$ cat src/rtl/izh_pkg.sv
// Shared types and constants for the time-multiplexed Izhikevich neuron array.
package izh_pkg;

  typedef enum logic [1:0] {
    ST_IDLE  = 2'd0,
    ST_SWEEP = 2'd1,
    ST_DONE  = 2'd2
  } state_e;

  localparam logic MODE_RS = 1'b0;
  localparam logic MODE_CH = 1'b1;

  localparam int V_RESET = -65;
  localparam int U_RESET = -17;
  localparam int V_PEAK  = 30;
  localparam int C_RS    = -65;
  localparam int D_RS    = 8;
  localparam int C_CH    = -50;
  localparam int D_CH    = 2;

endpackage

$ cat src/rtl/izh_step.sv
// Combinational single Euler step of one Izhikevich neuron with saturation.
module izh_step
  import izh_pkg::*;
#(
  parameter int W        = 16,
  parameter int IW       = 8,
  parameter int DT_SHIFT = 2,
  parameter int A_SHIFT  = 6
) (
  input  logic signed [W-1:0]  v_i,
  input  logic signed [W-1:0]  u_i,
  input  logic        [IW-1:0] cur_i,
  input  logic                 mode_i,
  output logic signed [W-1:0]  v_o,
  output logic signed [W-1:0]  u_o,
  output logic                 spike_o
);

  localparam int XW = 2*W + 2;
  localparam logic signed [XW-1:0] SMAX  = {{(XW-W+1){1'b0}}, {(W-1){1'b1}}};
  localparam logic signed [XW-1:0] SMIN  = {{(XW-W+1){1'b1}}, {(W-1){1'b0}}};
  localparam logic signed [XW-1:0] K5    = XW'(5);
  localparam logic signed [XW-1:0] K140  = XW'(140);
  localparam logic signed [XW-1:0] KPEAK = XW'(V_PEAK);
  localparam logic signed [XW-1:0] KC_RS = XW'(C_RS);
  localparam logic signed [XW-1:0] KD_RS = XW'(D_RS);
  localparam logic signed [XW-1:0] KC_CH = XW'(C_CH);
  localparam logic signed [XW-1:0] KD_CH = XW'(D_CH);

  function automatic logic signed [XW-1:0] sat(input logic signed [XW-1:0] x);
    if (x > SMAX) return SMAX;
    if (x < SMIN) return SMIN;
    return x;
  endfunction

  logic signed [XW-1:0] vx, ux, ix, sq, dv, vn, un, vs, us, cx, dx, ud;

  always_comb begin
    vx = XW'(v_i);
    ux = XW'(u_i);
    ix = XW'(cur_i);
    sq = vx * vx;
    dv = (sq >>> 5) + K5 * vx + K140 - ux + ix;
    vn = vx + (dv >>> DT_SHIFT);
    // recovery uses the pre-update membrane value
    un = ux + (((vx >>> 2) - ux) >>> A_SHIFT);
    vs = sat(vn);
    us = sat(un);
    cx = (mode_i == MODE_CH) ? KC_CH : KC_RS;
    dx = (mode_i == MODE_CH) ? KD_CH : KD_RS;
    ud = sat(us + dx);
    spike_o = (vs >= KPEAK);
    v_o = spike_o ? cx[W-1:0] : vs[W-1:0];
    u_o = spike_o ? ud[W-1:0] : us[W-1:0];
  end

endmodule

$ cat src/rtl/izh_array.sv
// N Izhikevich neurons sharing one step datapath, one neuron per clock per tick.
// Optional refractory counters are enabled with the IZH_REFRACTORY_EN macro.
module izh_array
  import izh_pkg::*;
#(
  parameter int N         = 4,
  parameter int W         = 16,
  parameter int IW        = 8,
  parameter int DT_SHIFT  = 2,
  parameter int A_SHIFT   = 6,
  parameter int REF_TICKS = 3
) (
  input  logic                  clk,
  input  logic                  reset_n,
  input  logic                  tick,
  input  logic [N*IW-1:0]       cur_in,
  input  logic                  cfg_we,
  input  logic [$clog2(N)-1:0]  cfg_idx,
  input  logic                  cfg_mode,
  input  logic [$clog2(N)-1:0]  sel,
  output logic [N-1:0]          spike,
  output logic signed [W-1:0]   v_mon,
  output logic                  busy,
  output logic                  done,
  output logic                  overrun
);

  localparam int IDXW = $clog2(N);

  state_e              state_q, state_d;
  logic [IDXW-1:0]     idx_q, idx_d;
  logic                pend_q, pend_d;
  logic                ovr_q, ovr_d;
  logic                start;
  logic                done_q;
  logic [N*IW-1:0]     cur_q;
  logic [N-1:0]        mode_q, shadow_q, spike_q;
  logic signed [W-1:0] v_q [N];
  logic signed [W-1:0] u_q [N];

  logic signed [W-1:0] step_v, step_u, new_v, new_u;
  logic                step_spk, new_spk;

  izh_step #(.W(W), .IW(IW), .DT_SHIFT(DT_SHIFT), .A_SHIFT(A_SHIFT)) u_step (
    .v_i     (v_q[idx_q]),
    .u_i     (u_q[idx_q]),
    .cur_i   (cur_q[idx_q*IW +: IW]),
    .mode_i  (mode_q[idx_q]),
    .v_o     (step_v),
    .u_o     (step_u),
    .spike_o (step_spk)
  );

`ifdef IZH_REFRACTORY_EN
  localparam int RW = $clog2(REF_TICKS + 1);
  logic [RW-1:0]       ref_q [N];
  logic                in_ref;
  logic signed [W-1:0] c_val;

  always_comb begin
    in_ref  = (ref_q[idx_q] != '0);
    c_val   = (mode_q[idx_q] == MODE_CH) ? W'(C_CH) : W'(C_RS);
    new_v   = in_ref ? c_val : step_v;
    new_u   = in_ref ? u_q[idx_q] : step_u;
    new_spk = in_ref ? 1'b0 : step_spk;
  end

  always_ff @(posedge clk or negedge reset_n) begin
    if (!reset_n) begin
      for (int k = 0; k < N; k++) ref_q[k] <= '0;
    end else if (state_q == ST_SWEEP) begin
      if (in_ref)        ref_q[idx_q] <= ref_q[idx_q] - 1'b1;
      else if (step_spk) ref_q[idx_q] <= RW'(REF_TICKS);
    end
  end
`else
  always_comb begin
    new_v   = step_v;
    new_u   = step_u;
    new_spk = step_spk;
  end

  // refractory length only matters when the counters are built
  if (REF_TICKS < 0) begin : g_ref_unused
  end
`endif

  always_comb begin
    state_d = state_q;
    idx_d   = idx_q;
    pend_d  = pend_q;
    ovr_d   = ovr_q;
    start   = 1'b0;
    case (state_q)
      ST_IDLE: begin
        if (tick) start = 1'b1;
      end
      ST_SWEEP: begin
        if (tick) begin
          if (pend_q) ovr_d  = 1'b1;
          else        pend_d = 1'b1;
        end
        if (idx_q == IDXW'(N-1)) state_d = ST_DONE;
        else                     idx_d   = idx_q + 1'b1;
      end
      ST_DONE: begin
        state_d = ST_IDLE;
        // a tick arriving as the pending one is consumed becomes the next pending
        if (pend_q) begin
          start  = 1'b1;
          pend_d = tick;
        end else if (tick) begin
          start = 1'b1;
        end
      end
      default: state_d = ST_IDLE;
    endcase
    if (start) begin
      state_d = ST_SWEEP;
      idx_d   = '0;
    end
  end

  always_ff @(posedge clk or negedge reset_n) begin
    if (!reset_n) begin
      state_q  <= ST_IDLE;
      idx_q    <= '0;
      pend_q   <= 1'b0;
      ovr_q    <= 1'b0;
      done_q   <= 1'b0;
      cur_q    <= '0;
      mode_q   <= {N{MODE_RS}};
      shadow_q <= '0;
      spike_q  <= '0;
      for (int k = 0; k < N; k++) begin
        v_q[k] <= W'(V_RESET);
        u_q[k] <= W'(U_RESET);
      end
    end else begin
      state_q <= state_d;
      idx_q   <= idx_d;
      pend_q  <= pend_d;
      ovr_q   <= ovr_d;
      done_q  <= (state_q == ST_DONE);
      if (state_q == ST_DONE) spike_q <= shadow_q;
      if (start) cur_q <= cur_in;
      if (state_q == ST_SWEEP) begin
        v_q[idx_q]      <= new_v;
        u_q[idx_q]      <= new_u;
        shadow_q[idx_q] <= new_spk;
      end
      if (cfg_we) mode_q[cfg_idx] <= cfg_mode;
    end
  end

  assign spike   = spike_q;
  assign v_mon   = v_q[sel];
  assign busy    = (state_q != ST_IDLE);
  assign done    = done_q;
  assign overrun = ovr_q;

endmodule

$ cat config.mk
export PLATFORM = sky130hd
export DESIGN_NAME = izh_array
export DESIGN_NICKNAME = d
export VERILOG_FILES = /design/src/rtl/izh_pkg.sv /design/src/rtl/izh_step.sv /design/src/rtl/izh_array.sv
export SDC_FILE = /design/constraint.sdc
export NUM_CORES = 1
export LEC_CHECK = 0
export CORE_ASPECT_RATIO = 1.5
export CORE_UTILIZATION = 58
export DETAILED_ROUTE_END_ITERATION = 8
export PLACE_DENSITY_LB_ADDON = 0.08
export SETUP_SLACK_MARGIN = 0.5
export SYNTH_ARGS = -nofsm -noshare
export SYNTH_HDL_FRONTEND = slang
export SYNTH_SLANG_ARGS = --single-unit
$ cat constraint.sdc
create_clock -name clk -period 22.1 [get_ports clk]
set_clock_uncertainty 0.1 [all_clocks]
set_input_delay 3.315 -clock clk [delete_from_list [all_inputs] [get_ports clk]]
set_output_delay 3.315 -clock clk [all_outputs]
set_load 0.02 [all_outputs]
-- Word-level counts from Yosys, hierarchy flattened
Cells that the tools add are included.
W data, S select, Z words.
- register bits after elaboration: 179
- logic and storage cells: 121
- add/subtract/negate cells: 9
- bitwise gates (word level): 2
- equal/unequal tests: 7
- multiply operators: 2
- $lt $le $gt $ge: 14
- mux-type cells: 58
- reductions and logical operators: 11
- shift-type cells: 1
- operators with widths (operator ; number):
    $mux W34 ; 8
    $mux W16 ; 13
    $bwmux W64 ; 2
    $gt A34 B16 Y1 const B ; 3
    $lt A34 B16 Y1 const B ; 3
    $bmux W16 S2 ; 3
    $add A34 B5 Y34 ; 1
    $add A34 B9 Y34 ; 1
    $add A34 B9 Y34 const B ; 1
    $ge A34 B6 Y1 const B ; 1
    $sub A34 B16 Y34 ; 1
    $add A16 B32 Y33 ; 1
    $demux W16 S2 ; 1
    $mul A16 B16 Y32 ; 1
    $shiftx A32 B6 Y8 ; 1
    $add A27 B20 Y28 ; 1
    $mul A4 B16 Y20 const A ; 1
    $add A16 B11 Y17 ; 1
    $sub A14 B16 Y17 ; 1
    $mux W1 ; 16
    $mux W2 ; 5
    $bwmux W4 ; 2
    $mux W7 ; 1
    $ge A3 B3 Y1 const B ; 2
    19 further kinds ; 33

-- Depth between registers and ports, before layout
Gate-level depths: netlist of run 1.
- depth in word-level cells: 19
- mapped depth: 75
- mapped depth without buffers: 68

-- Modules after synthesis
Synthesis of run 1 repeated with hierarchy kept, for this count alone.
- cells, all modules: 2471
- area, all modules: 25669.6 um2
- by module, submodules not included (module ; instances ; cells an instance ; area each (um2) ; seq. area each (um2)):
    izh_step ; 1 ; 2000 ; 16872.4 ; 0.0
    izh_array ; 1 ; 471 ; 8797.2 ; 4629.4

-- Worst setup path before layout of run 1
Ideal clock, no wire load.
- path type: register -> register
- from: register idx_q[0]
- to: register u_q[15] (netlist name)
- arrival time: 16303 ps
- stages on the path, launching flop included: 68
- path slack: 5608 ps
- path buffers: 7
- period minus slack after synthesis: 16492 ps
- cells stage by stage: dfrtp_1 -> buf_2 -> buf_1 -> clkbuf_1 -> mux2i_1 -> nand2_1 -> o21ai_0 -> inv_1 -> clkbuf_1 -> nand2_1 -> fa_1 -> inv_1 -> fa_1 -> fa_1 -> fa_1 -> fa_1 -> inv_1 -> fa_1 -> (+32 left out) -> a21o_1 -> a21o_1 -> a21oi_1 -> nand3_1 -> o21a_1 -> nor2_1 -> nand4_1 -> or4_1 -> ha_1 -> buf_1 -> clkinv_1 -> o41ai_1 -> nand4_1 -> o21ai_4 -> and2_1 -> buf_6 -> mux2i_1 -> o21ai_1
- longest elaborated chain between the ends: 19
- ends and longest elaborated chain (what ; line ; text):
    start, declared ; izh_array.sv:31 ; logic [IDXW-1:0] idx_q, idx_d;
    start signal, assigned ; izh_array.sv:141 ; idx_q <= idx_d;
    parallel branches: the longest is 18 deep, another holds $add A34 B9 Y34 ; n/a ;
    $bwmux W64 * ; izh_array.sv:149 ; u_q[idx_q] <= new_u;
    end signal, assigned by index ; izh_array.sv:137 ; u_q[k] <= W'(U_RESET);
    end signal, assigned by index ; izh_array.sv:149 ;
    end, declared ; izh_array.sv:39 ; logic signed [W-1:0] u_q [N];
Every way passes the cells marked *. The select of a mux whose other input is x is not followed.
A chain may end at the register's enable or synchronous reset.

-- Worst setup path in the final report of run 1
- from: register idx_q[0]
- to: register v_q[53] (netlist name)
- longest elaborated chain between the ends: 18
- ends and longest elaborated chain (what ; line ; text):
    $not A2 Y3 (not written as such) ; izh_array.sv:45, izh_array.sv:46, izh_array.sv:148 ;
    $bmux W16 S2 ; izh_array.sv:45 ; .v_i (v_q[idx_q]),
    $mux W16 (not written as such) (2 in a row) ; izh_array.sv:45 ;
    $mul A16 B16 Y32 / $mul A4 B16 Y20 (equally long branches) ; izh_step.sv:42, izh_step.sv:43 ;
    $add A27 B20 Y28 ; izh_step.sv:43 ; dv = (sq >>> 5) + K5 * vx + K140 - ux + ix;
    $add A34 B9 Y34 ; izh_step.sv:43 ;
    $sub A34 B16 Y34 ; izh_step.sv:43 ;
    $add A34 B9 Y34 ; izh_step.sv:43 ;
    $add A16 B32 Y33 ; izh_step.sv:44 ; vn = vx + (dv >>> DT_SHIFT);
    $lt A34 B16 Y1 ; izh_step.sv:32 ; if (x < SMIN) return SMIN;
    $mux W1 (2 in a row) ; izh_step.sv:32 ;
    $mux W34 ; izh_step.sv:33 ; return x;
    $mux W34 ; izh_step.sv:32 ;
    $ge A34 B6 Y1 ; izh_step.sv:52 ; spike_o = (vs >= KPEAK);
    $mux W16 ; izh_step.sv:53 ; v_o = spike_o ? cx[W-1:0] : vs[W-1:0];
    $bwmux W64 * ; izh_array.sv:148 ; v_q[idx_q] <= new_v;
    end signal, assigned by index ; izh_array.sv:136 ; v_q[k] <= W'(V_RESET);
    end signal, assigned by index ; izh_array.sv:148 ;
    end, declared ; izh_array.sv:38 ; logic signed [W-1:0] v_q [N];
Every way passes the cells marked *; elsewhere a longest branch is shown, timed or not. The select of a mux whose other input is x is not followed.

==> summary.txt, run 1 <==
DRC Markers: 0
initial core utilization: 58.9%
global-route wire length before repair: 112 mm
GR Overflow Total: 0
largest net degree at the start of global routing: 92
WP data required: 22360 ps
layout net count: 3447
Worst path slowest cell: and2_1
synth unique cells: 99
top post-synthesis cells by count: 431 x inv_1, 304 x ha_1, 278 x nand2_1
Via density: 5.94
DRT iter0 DRCs: 1027
Final HPWL DP: 55.7 mm
Synth Flop Type: dfstp_2
Syn Inst Count: 2843
synth top area cells: fa_1 19%, ha_1 15%, dfstp_2 12%, inv_1 6.2%, dfrtp_1 5.7%
number of CTS-inserted buffers: 17
site row count: 94
status: completed
Slew @ Worst Pin: 1100 ps
# port buffers: 63
largest family of logic cells by synthesized area: adder cells
count of final setup violators: 0
die height: 261 um
Final Max Slew Viols: 0
core area: 44000 um2
Post-CTS Resized: 0
GRT Util Overall: 31.2%
post-synthesis xor/xnor area fraction: 4.13%
crit end category: flop
pre-CTS setup slack: 3400 ps
initial antenna violation count: 0
Syn. warnings: 0
WL per Instance: 19.8 um
H-tree levels: 4
DR pass1 iterations: 7
setup ws final: 3320 ps
CTS Sinks: 179
Post-CTS Setup Bufs: 0
layout cells sized above 1: 12.2%
RSZ-0062 raised after global routing: false
final core occ: 62.9%
Bufs and invs on worst path: 8
Compound-Gate Fraction of Synth Area: 14.9%
Synthesized Nets: 3439
DP Cell Count: 3408
Worst-Skew Late Latency: 450 ps
Yosys top cell area share: 19.4%
CP arrival: 19040 ps
hold violation count in the final report: 0
Rel. slew slack: 26.7%
Final ANT Viol Nets: 0
Adder-Cell Fraction of Synth Area: 34.1%
Clock Path Buffers: 2
final setup TNS: 0 ps
Die Area: 45500 um2
hold crit path type: reg2reg
critical path class: reg2reg
Post-synth EDFFs: 0
clock-pin slew on the worst setup and hold paths: 70 ps
CTS tree: done
fillers: 3800
num ports: 64
vias in the first global route: 21459
CP top delay family: compound AO/OA/AOI/OAI gates
crit path max fanout: 38
# hold bufs at CTS: 0
P&R area growth vs syn: 6.79%
Syn Area/Cell: 9.11 um2
simple logic cell fraction of the synthesized area: 13.8%
post-layout min period: 18780 ps
final WL: 68.0 mm
Seq/Total Area, Yosys: 17.9%
Synth async-reset ratio: 100%
Tcrit/Tclk final: 85.0%
Yosys reg bits: 179
Post-Synthesis Cell Area: 25900 um2
mux share of post-synthesis cell area: 7.33%
non-filler instance count after layout: 3440
Root Buffer: clkbuf_16
Die Wd: 175 um
startpoint types: flop
Synth area leader: fa_1
ANT cells: 0
Max Clk Rate: 53.3 MHz
most frequent cell after synthesis: inv_1
max cap viols: 0
DR vias: 20419
Final Wtd Congestion: 0.937
slowest stage delay, CP: 870 ps
-- layout make-up --
class	instances	area [um2]	share of cell area, %
Timing Repair Buffer	82	774	2.80
Tap cell	576	721	2.61
Sequential cell	179	4630	16.8
Inverter	435	1630	5.90
Clock inverter	15	200	0.724
Multi-Input combinational cell	2136	19300	69.7
Clock buffer	17	425	1.54
-- per-layer routing --
metal  GRT usage (%)  up-vias  part of all wire [%]
li1                -     9700                     -
met3            3.48      136                   3.8
met2            58.0      462                    53
met4            15.0        0                   4.8
met5               0        -                     0
met1            35.6    10121                    39
-- stage by stage --
step | area [um2] | hold slack, ps
2_1_floorplan | 25900 | 342
3_3_place_gp | 27000 | 349
3_5_place_dp | 27000 | 356
4_1_cts | 27700 | 366
5_1_grt | 27700 | 382
6_report | 27700 | 364
-- tightest hold or removal path, cell delays in order (launching register included) --
cell     delay [ps]
dfstp_2         370
nand2_1          40
o21ai_1          50
-- logic make-up after synthesis --
family,after synthesis
xor gates and xnor gates,122
AOI/OAI and AO/OA,585
buffers and inverters,528
and+or+nand+nor,753
muxes,121
DFF,179
adders and majority gates,555
-- layout by cell type, fill, tap and decap left out, types with 18 or more instances in the layout --
| cell | netlist | final |
|---|---|---|
| mux2_2 | 55 | 55 |
| xnor2_1 | 76 | 76 |
| fa_1 | 251 | 251 |
| ha_1 | 304 | 304 |
| nor3_1 | 45 | 45 |
| or3_1 | 21 | 21 |
| nor2b_1 | 24 | 24 |
| and2_1 | 43 | 43 |
| mux4_2 | 49 | 49 |
| nor2_1 | 163 | 162 |
| dfstp_2 | 120 | 120 |
| xor2_1 | 46 | 46 |
| a211oi_1 | 18 | 18 |
| inv_1 | 431 | 430 |
| o21ai_0 | 110 | 108 |
| buf_4 | 2 | 19 |
| a31oi_1 | 26 | 26 |
| nand2_1 | 278 | 274 |
| nand3_1 | 55 | 55 |
| nand2b_1 | 23 | 23 |
| clkdlybuf4s50_1 | 0 | 62 |
| dfrtp_1 | 59 | 57 |
| a21o_1 | 48 | 48 |
| o21ai_1 | 75 | 77 |
| a21oi_1 | 123 | 123 |
| nand4_1 | 22 | 22 |
| o21a_1 | 27 | 27 |
-- path summary, 6_finish.rpt --
kind                                 startpoint                       to  slack, ps  depth (start not counted)
max                        idx_q[0]$_DFFE_PN0P_      v_q[53]$_DFFE_PN1P_       3320                         61
min                         u_q[63]$_DFFE_PN1P_      u_q[63]$_DFFE_PN1P_        360                          2
max reg2reg                idx_q[0]$_DFFE_PN0P_      v_q[53]$_DFFE_PN1P_       3320                         61
min reg2reg                 u_q[63]$_DFFE_PN1P_      u_q[63]$_DFFE_PN1P_        360                          2
max in group asynchronous               reset_n     idx_q[1]$_DFFE_PN0P_      17380                          2
min in group asynchronous               reset_n  shadow_q[2]$_DFFE_PN0P_       2780                          1
-- sequential cells by signal, indices dropped and copies added, names as in the netlist --
signal,count
cur_q,32
done,1
idx_q,2
mode_q,4
overrun,1
pend_q,1
shadow_q,4
spike,4
state_q,2
u_q,64
v_q,64
Power of run 1 is left out: the tool's default activity adds up to more than one toggle a clock period on the data nets, which glitch-free logic cannot reach.
==> inputs of run 2 (changes only) <==
clock period = 17 ns   (was 22.1 ns; I/O delays follow)
==> summary.txt, run 2 (synthesis gave the netlist of run 1 again) <==
flop-to-flop setup slack: 1120 ps (-2210 ps)
Via density: 6.00 (+1.1%)
layout net count: 3496 (+1.4%)
Die Area: 45500 um2 (unchanged)
Final Wtd Congestion: 0.942 (+0.55%)
CP top delay family: adder cells
crit path max fanout: 10 (-74%)
Final ANT Viol Nets: 0 (unchanged)
hold crit path type: reg2reg
WHS Path Cells: 2 (unchanged)
DRC Markers: 0 (unchanged)
initial antenna violation count: 0 (unchanged)
post-layout min period: 15880 ps (-2890 ps)
Top Registers: u_q: 64 flops, v_q: 64 flops, cur_q: 32 flops
critical path class: reg2reg
CTS Sinks: 179 (unchanged)
WL per Instance: 20.6 um (+4.2%)
final WL: 71.9 mm (+5.7%)
# port buffers: 63 (unchanged)
FF/Latch Area: 4640 um2 (about the same)
GRT Util Overall: 32.4% (+1.2 points)
core area: 44000 um2 (unchanged)
layout cells sized above 1: 14.4% (+2.2 points)
Die Wd: 175 um (unchanged)
die height: 261 um (unchanged)
Worst-Skew Late Latency: 440 ps (about the same)
Worst R2R Start: idx_q[0]$_DFFE_PN0P_
vias in the first global route: 22261 (+3.7%)
crit-path most repeated cell: ha_1
status: completed
DR pass1 iterations: 5 (-2)
DR vias: 20946 (+2.6%)
count of final setup violators: 0 (unchanged)
Tcrit/Tclk final: 93.4% (+8.5 points)
commonest cells after routing, fill and taps aside: 430 x inv_1, 304 x ha_1, 274 x nand2_1
CTS tree: done
site row count: 94 (unchanged)
clock-pin slew on the worst setup and hold paths: 70 ps (about the same)
DRT iter0 DRCs: 1260 (+23%)
P&R area growth vs syn: 9.07%
Max Clk Rate: 63.0 MHz (+18%)
num ports: 64 (unchanged)
commonest non-fill, non-tap cell in the layout: inv_1
largest net degree at the start of global routing: 92 (unchanged)
Rel. slew slack: 25.7% (-1.0 points)
final setup TNS: 0 ps (unchanged)
H-tree levels: 4 (unchanged)
global-route wire length before repair: 115 mm (+3.1%)
slowest stage delay, CP: 570 ps (-300 ps)
fillers: 3820 (+0.53%)
WP data required: 17270 ps (-5090 ps)
max cap viols: 0 (unchanged)
Clock Path Buffers: 2 (unchanged)
initial core utilization: 58.9% (unchanged)
hold wc startpoint: u_q[47]$_DFFE_PN1P_
# hold bufs at CTS: 0 (unchanged)
reg-to-reg critical path endpoint: v_q[31]$_DFFE_PN1P_
RSZ-0062 raised after global routing: false
hold violation count in the final report: 0 (unchanged)
Final HPWL DP: 58.4 mm (+4.9%)
Slew @ Worst Pin: 1110 ps (+15.1 ps)
Bufs and invs on worst path: 10 (+2)
Worst R2R Path Depth: 60 (-1.6%)
startpoint types: flop
WP depth: 60 (-1.6%)
Worst path slowest cell: fa_1
CP arrival: 16160 ps (-2880 ps)
final core occ: 64.2% (+1.3 points)
crit end category: flop
Final Max Slew Viols: 0 (unchanged)
hold endpoint: u_q[47]$_DFFE_PN1P_
GR Overflow Total: 0 (unchanged)
number of CTS-inserted buffers: 17 (unchanged)
Root Buffer: clkbuf_16
area of the multi-input gates: 19400 um2 (+0.96%)
## run 2: through the flow
step                      setup slack [ps]  cell area [um2]  cells  hold WS (ps)
after floorplan                        508            25900   2843           342
after global placement                 669            27300   3441           350
after detailed placement               287            27300   3441           355
after CTS                              503            27900   3476           365
after global routing                   488            28200   3489           376
final                                 1120            28200   3490           363
## run 2: worst max path at each step
stage / from / endpoint / slack (ps)
2_1_floorplan: idx_q[0]$_DFFE_PN0P_ / u_q[15]$_DFFE_PN1P_ / 510
3_3_place_gp: idx_q[0]$_DFFE_PN0P_ / v_q[15]$_DFFE_PN1P_ / 670
3_5_place_dp: idx_q[0]$_DFFE_PN0P_ / v_q[31]$_DFFE_PN1P_ / 290
4_1_cts: idx_q[0]$_DFFE_PN0P_ / v_q[40]$_DFFE_PN1P_ / 500
5_1_grt: idx_q[0]$_DFFE_PN0P_ / v_q[31]$_DFFE_PN1P_ / 490
6_report: idx_q[0]$_DFFE_PN0P_ / v_q[31]$_DFFE_PN1P_ / 1120
## run 2: repair_timing
item | CTS | global route
resized for setup | 2 | 37
endpoints found under the setup margin | 124 | 132
cloned | 0 | 1
pin swaps | 0 | 5
buffers inserted | 3 | 12
## run 2: layout make-up
class | instances | share of cell area (%)
Inverter | 435 | 5.78
Clock buffer | 21 | 1.63
Multi-Input combinational cell | 2137 | 68.9
Clock inverter | 11 | 0.532
Tap cell | 576 | 2.55
Timing Repair Buffer | 130 | 4.22
Sequential cell | 179 | 16.4
Antenna cell | 1 | 0.00886
## run 2: worst register-to-register path: cells and delay by family, from the launching register on
| kind | cells | cell delay [ps] |
|---|---|---|
| buffers and inverters | 10 | 1360 |
| DFF | 1 | 510 |
| AOI/OAI and AO/OA | 14 | 3620 |
| adders and majority gates | 13 | 5290 |
| muxes | 2 | 630 |
| xor gates and xnor gates | 6 | 1260 |
| and+or+nand+nor | 15 | 3050 |
## run 2: per-layer routing
layer | vias up | wire length (um) | GRT usage [%]
met4 | 0 | 3720 | 16.2
met1 | 10419 | 27700 | 36.7
met2 | 557 | 37800 | 60.6
li1 | 9777 | - | -
met3 | 193 | 2610 | 3.15
met5 | - | 0 | 0
Power of run 2 is left out for the same reason.
==> inputs of run 3 (changes only) <==
REMOVE_ABC_BUFFERS = 1   (was not set)
==> summary.txt, run 3 (synthesis gave the netlist of run 1 again) <==
Top Registers: u_q: 64 flops, v_q: 64 flops, cur_q: 32 flops
layout cells sized above 1: 15.0% (+0.57 points)
Worst-Skew Late Latency: 450 ps (about the same)
largest net degree at the start of global routing: 77 (-16%)
Worst R2R Path Depth: 62 (+3.3%)
slowest stage delay, CP: 590 ps (+20 ps)
commonest cells after routing, fill and taps aside: 429 x inv_1, 300 x ha_1, 274 x nand2_1
WP data required: 17270 ps (about the same)
setup ws final: 1250 ps (+131 ps)
area of the multi-input gates: 19500 um2 (+0.30%)
DP Area: 27300 um2 (+0.18%)
fin area: 28300 um2 (+0.31%)
# hold bufs at CTS: 0 (unchanged)
Final Max Slew Viols: 0 (unchanged)
H-tree levels: 4 (unchanged)
DR pass1 iterations: 5 (unchanged)
crit-path most repeated cell: fa_1
DRC Markers: 0 (unchanged)
CP arrival: 16030 ps (-130 ps)
Hold WS: 361 ps (-2.26 ps)
Worst path slowest cell: fa_1
Final ANT Viol Nets: 0 (unchanged)
layout net count: 3506 (+0.29%)
startpoint types: flop
GR Overflow Total: 0 (unchanged)
Rel. slew slack: 23.5% (-2.3 points)
P&R area growth vs syn: 9.41%
critical path class: reg2reg
vias in the first global route: 22297 (+0.16%)
Max Clk Rate: 63.5 MHz (+0.83%)
die height: 261 um (unchanged)
WHS Path Cells: 2 (unchanged)
Root Buffer: clkbuf_16
post-layout min period: 15750 ps (-131 ps)
commonest non-fill, non-tap cell in the layout: inv_1
number of CTS-inserted buffers: 17 (unchanged)
Die Area: 45500 um2 (unchanged)
num ports: 64 (unchanged)
Worst R2R Start: idx_q[0]$_DFFE_PN0P_
hold crit path type: reg2reg
FF/Latch Area: 4640 um2 (unchanged)
pre-CTS setup slack: 507 ps (+220 ps)
DR vias: 21003 (+0.27%)
hold violation count in the final report: 0 (unchanged)
core area: 44000 um2 (unchanged)
hold wc startpoint: u_q[56]$_DFFE_PN1P_
Die Wd: 175 um (unchanged)
Worst setup startpoint: idx_q[0]$_DFFE_PN0P_
count of final setup violators: 0 (unchanged)
Clock Path Buffers: 2 (unchanged)
crit path max fanout: 13 (+3)
status: completed
# port buffers: 63 (unchanged)
global-route wire length before repair: 115 mm (about the same)
CTS tree: done
Via density: 6.00 (about the same)
max cap viols: 0 (unchanged)
site row count: 94 (unchanged)
fillers: 3780 (-1.0%)
GRT Util Overall: 32.6% (+0.14 points)
DRT iter0 DRCs: 1109 (-12%)
Final Wtd Congestion: 0.933 (-0.96%)
CTS Sinks: 179 (unchanged)
Slew @ Worst Pin: 1150 ps (+33.9 ps)
initial antenna violation count: 3 (+3)
crit end category: flop
Tcrit/Tclk final: 92.7% (-0.77 points)
final WL: 72.4 mm (+0.73%)
initial core utilization: 58.9% (unchanged)
RSZ-0062 raised after global routing: false
WL per Instance: 20.7 um (+0.44%)
Final HPWL DP: 58.1 mm (-0.52%)
clock-pin slew on the worst setup and hold paths: 70 ps (about the same)
run 3: cell count changes in the layout (fill, tap and decap cells not counted), sizes merged:
cell      delta
and2         -1
buf         +10
bufinv       -3
clkbuf       -3
clkinvlp     -2
inv          +8
mux4         +1
run 3: layer usage:
metal	wire [um]	vias up	track usage (%)
li1	-	9828	-
met1	26700	10460	35.5
met2	39000	549	62.5
met3	2660	166	2.55
met4	4020	0	17.2
met5	0	-	0
run 3: worst max-delay path: cells and delay by family (launching register included):
family,cells,cell delay (ps)
AO/OA/AOI/OAI,16,3750
AND/OR/NAND/NOR,18,3180
flip-flops,1,530
buffers and inverters,10,1180
XOR/XNOR,2,320
multiplexers,2,860
adder cells (fa/ha/maj),14,5730
run 3: timing repair:
action                     4_1_cts  5_1_grt
gates resized for setup          1       49
gates cloned                     0        1
pin swaps                        0        6
setup endpoints to repair       17      132
setup buffers                    0       19
run 3: worst paths after layout:
kind                       slack (ps)                    to
setup / recovery                 1250   v_q[63]$_DFFE_PN1P_
hold reg to reg                   360   u_q[56]$_DFFE_PN1P_
min in group asynchronous        2010  spike[1]$_DFFE_PN0P_
max in group asynchronous       12960    v_q[2]$_DFFE_PN1P_
hold / removal                    360   u_q[56]$_DFFE_PN1P_
setup reg to reg                 1250   v_q[63]$_DFFE_PN1P_
run 3: metrics by stage:
step / utilization, % / TNS, ps / cells
2_1_floorplan: - / -87110 / 2750
3_3_place_gp: 62.1 / 0 / 3447
3_5_place_dp: 62.1 / 0 / 3447
4_1_cts: 63.5 / 0 / 3479
5_1_grt: 64.4 / 0 / 3499
6_report: 64.4 / 0 / 3500
run 3: area by class of cell:
cell class                 instances  share of cell area (%)
tap                              576                    2.54
inverter                         435                    5.76
timing repair buffer             140                    4.43
clock inverter                    14                   0.530
sequential                       179                    16.4
multi-input combinational       2137                    68.8
clock buffer                      18                    1.51
antenna                            1                 0.00883
Power of run 3 is left out for the same reason.
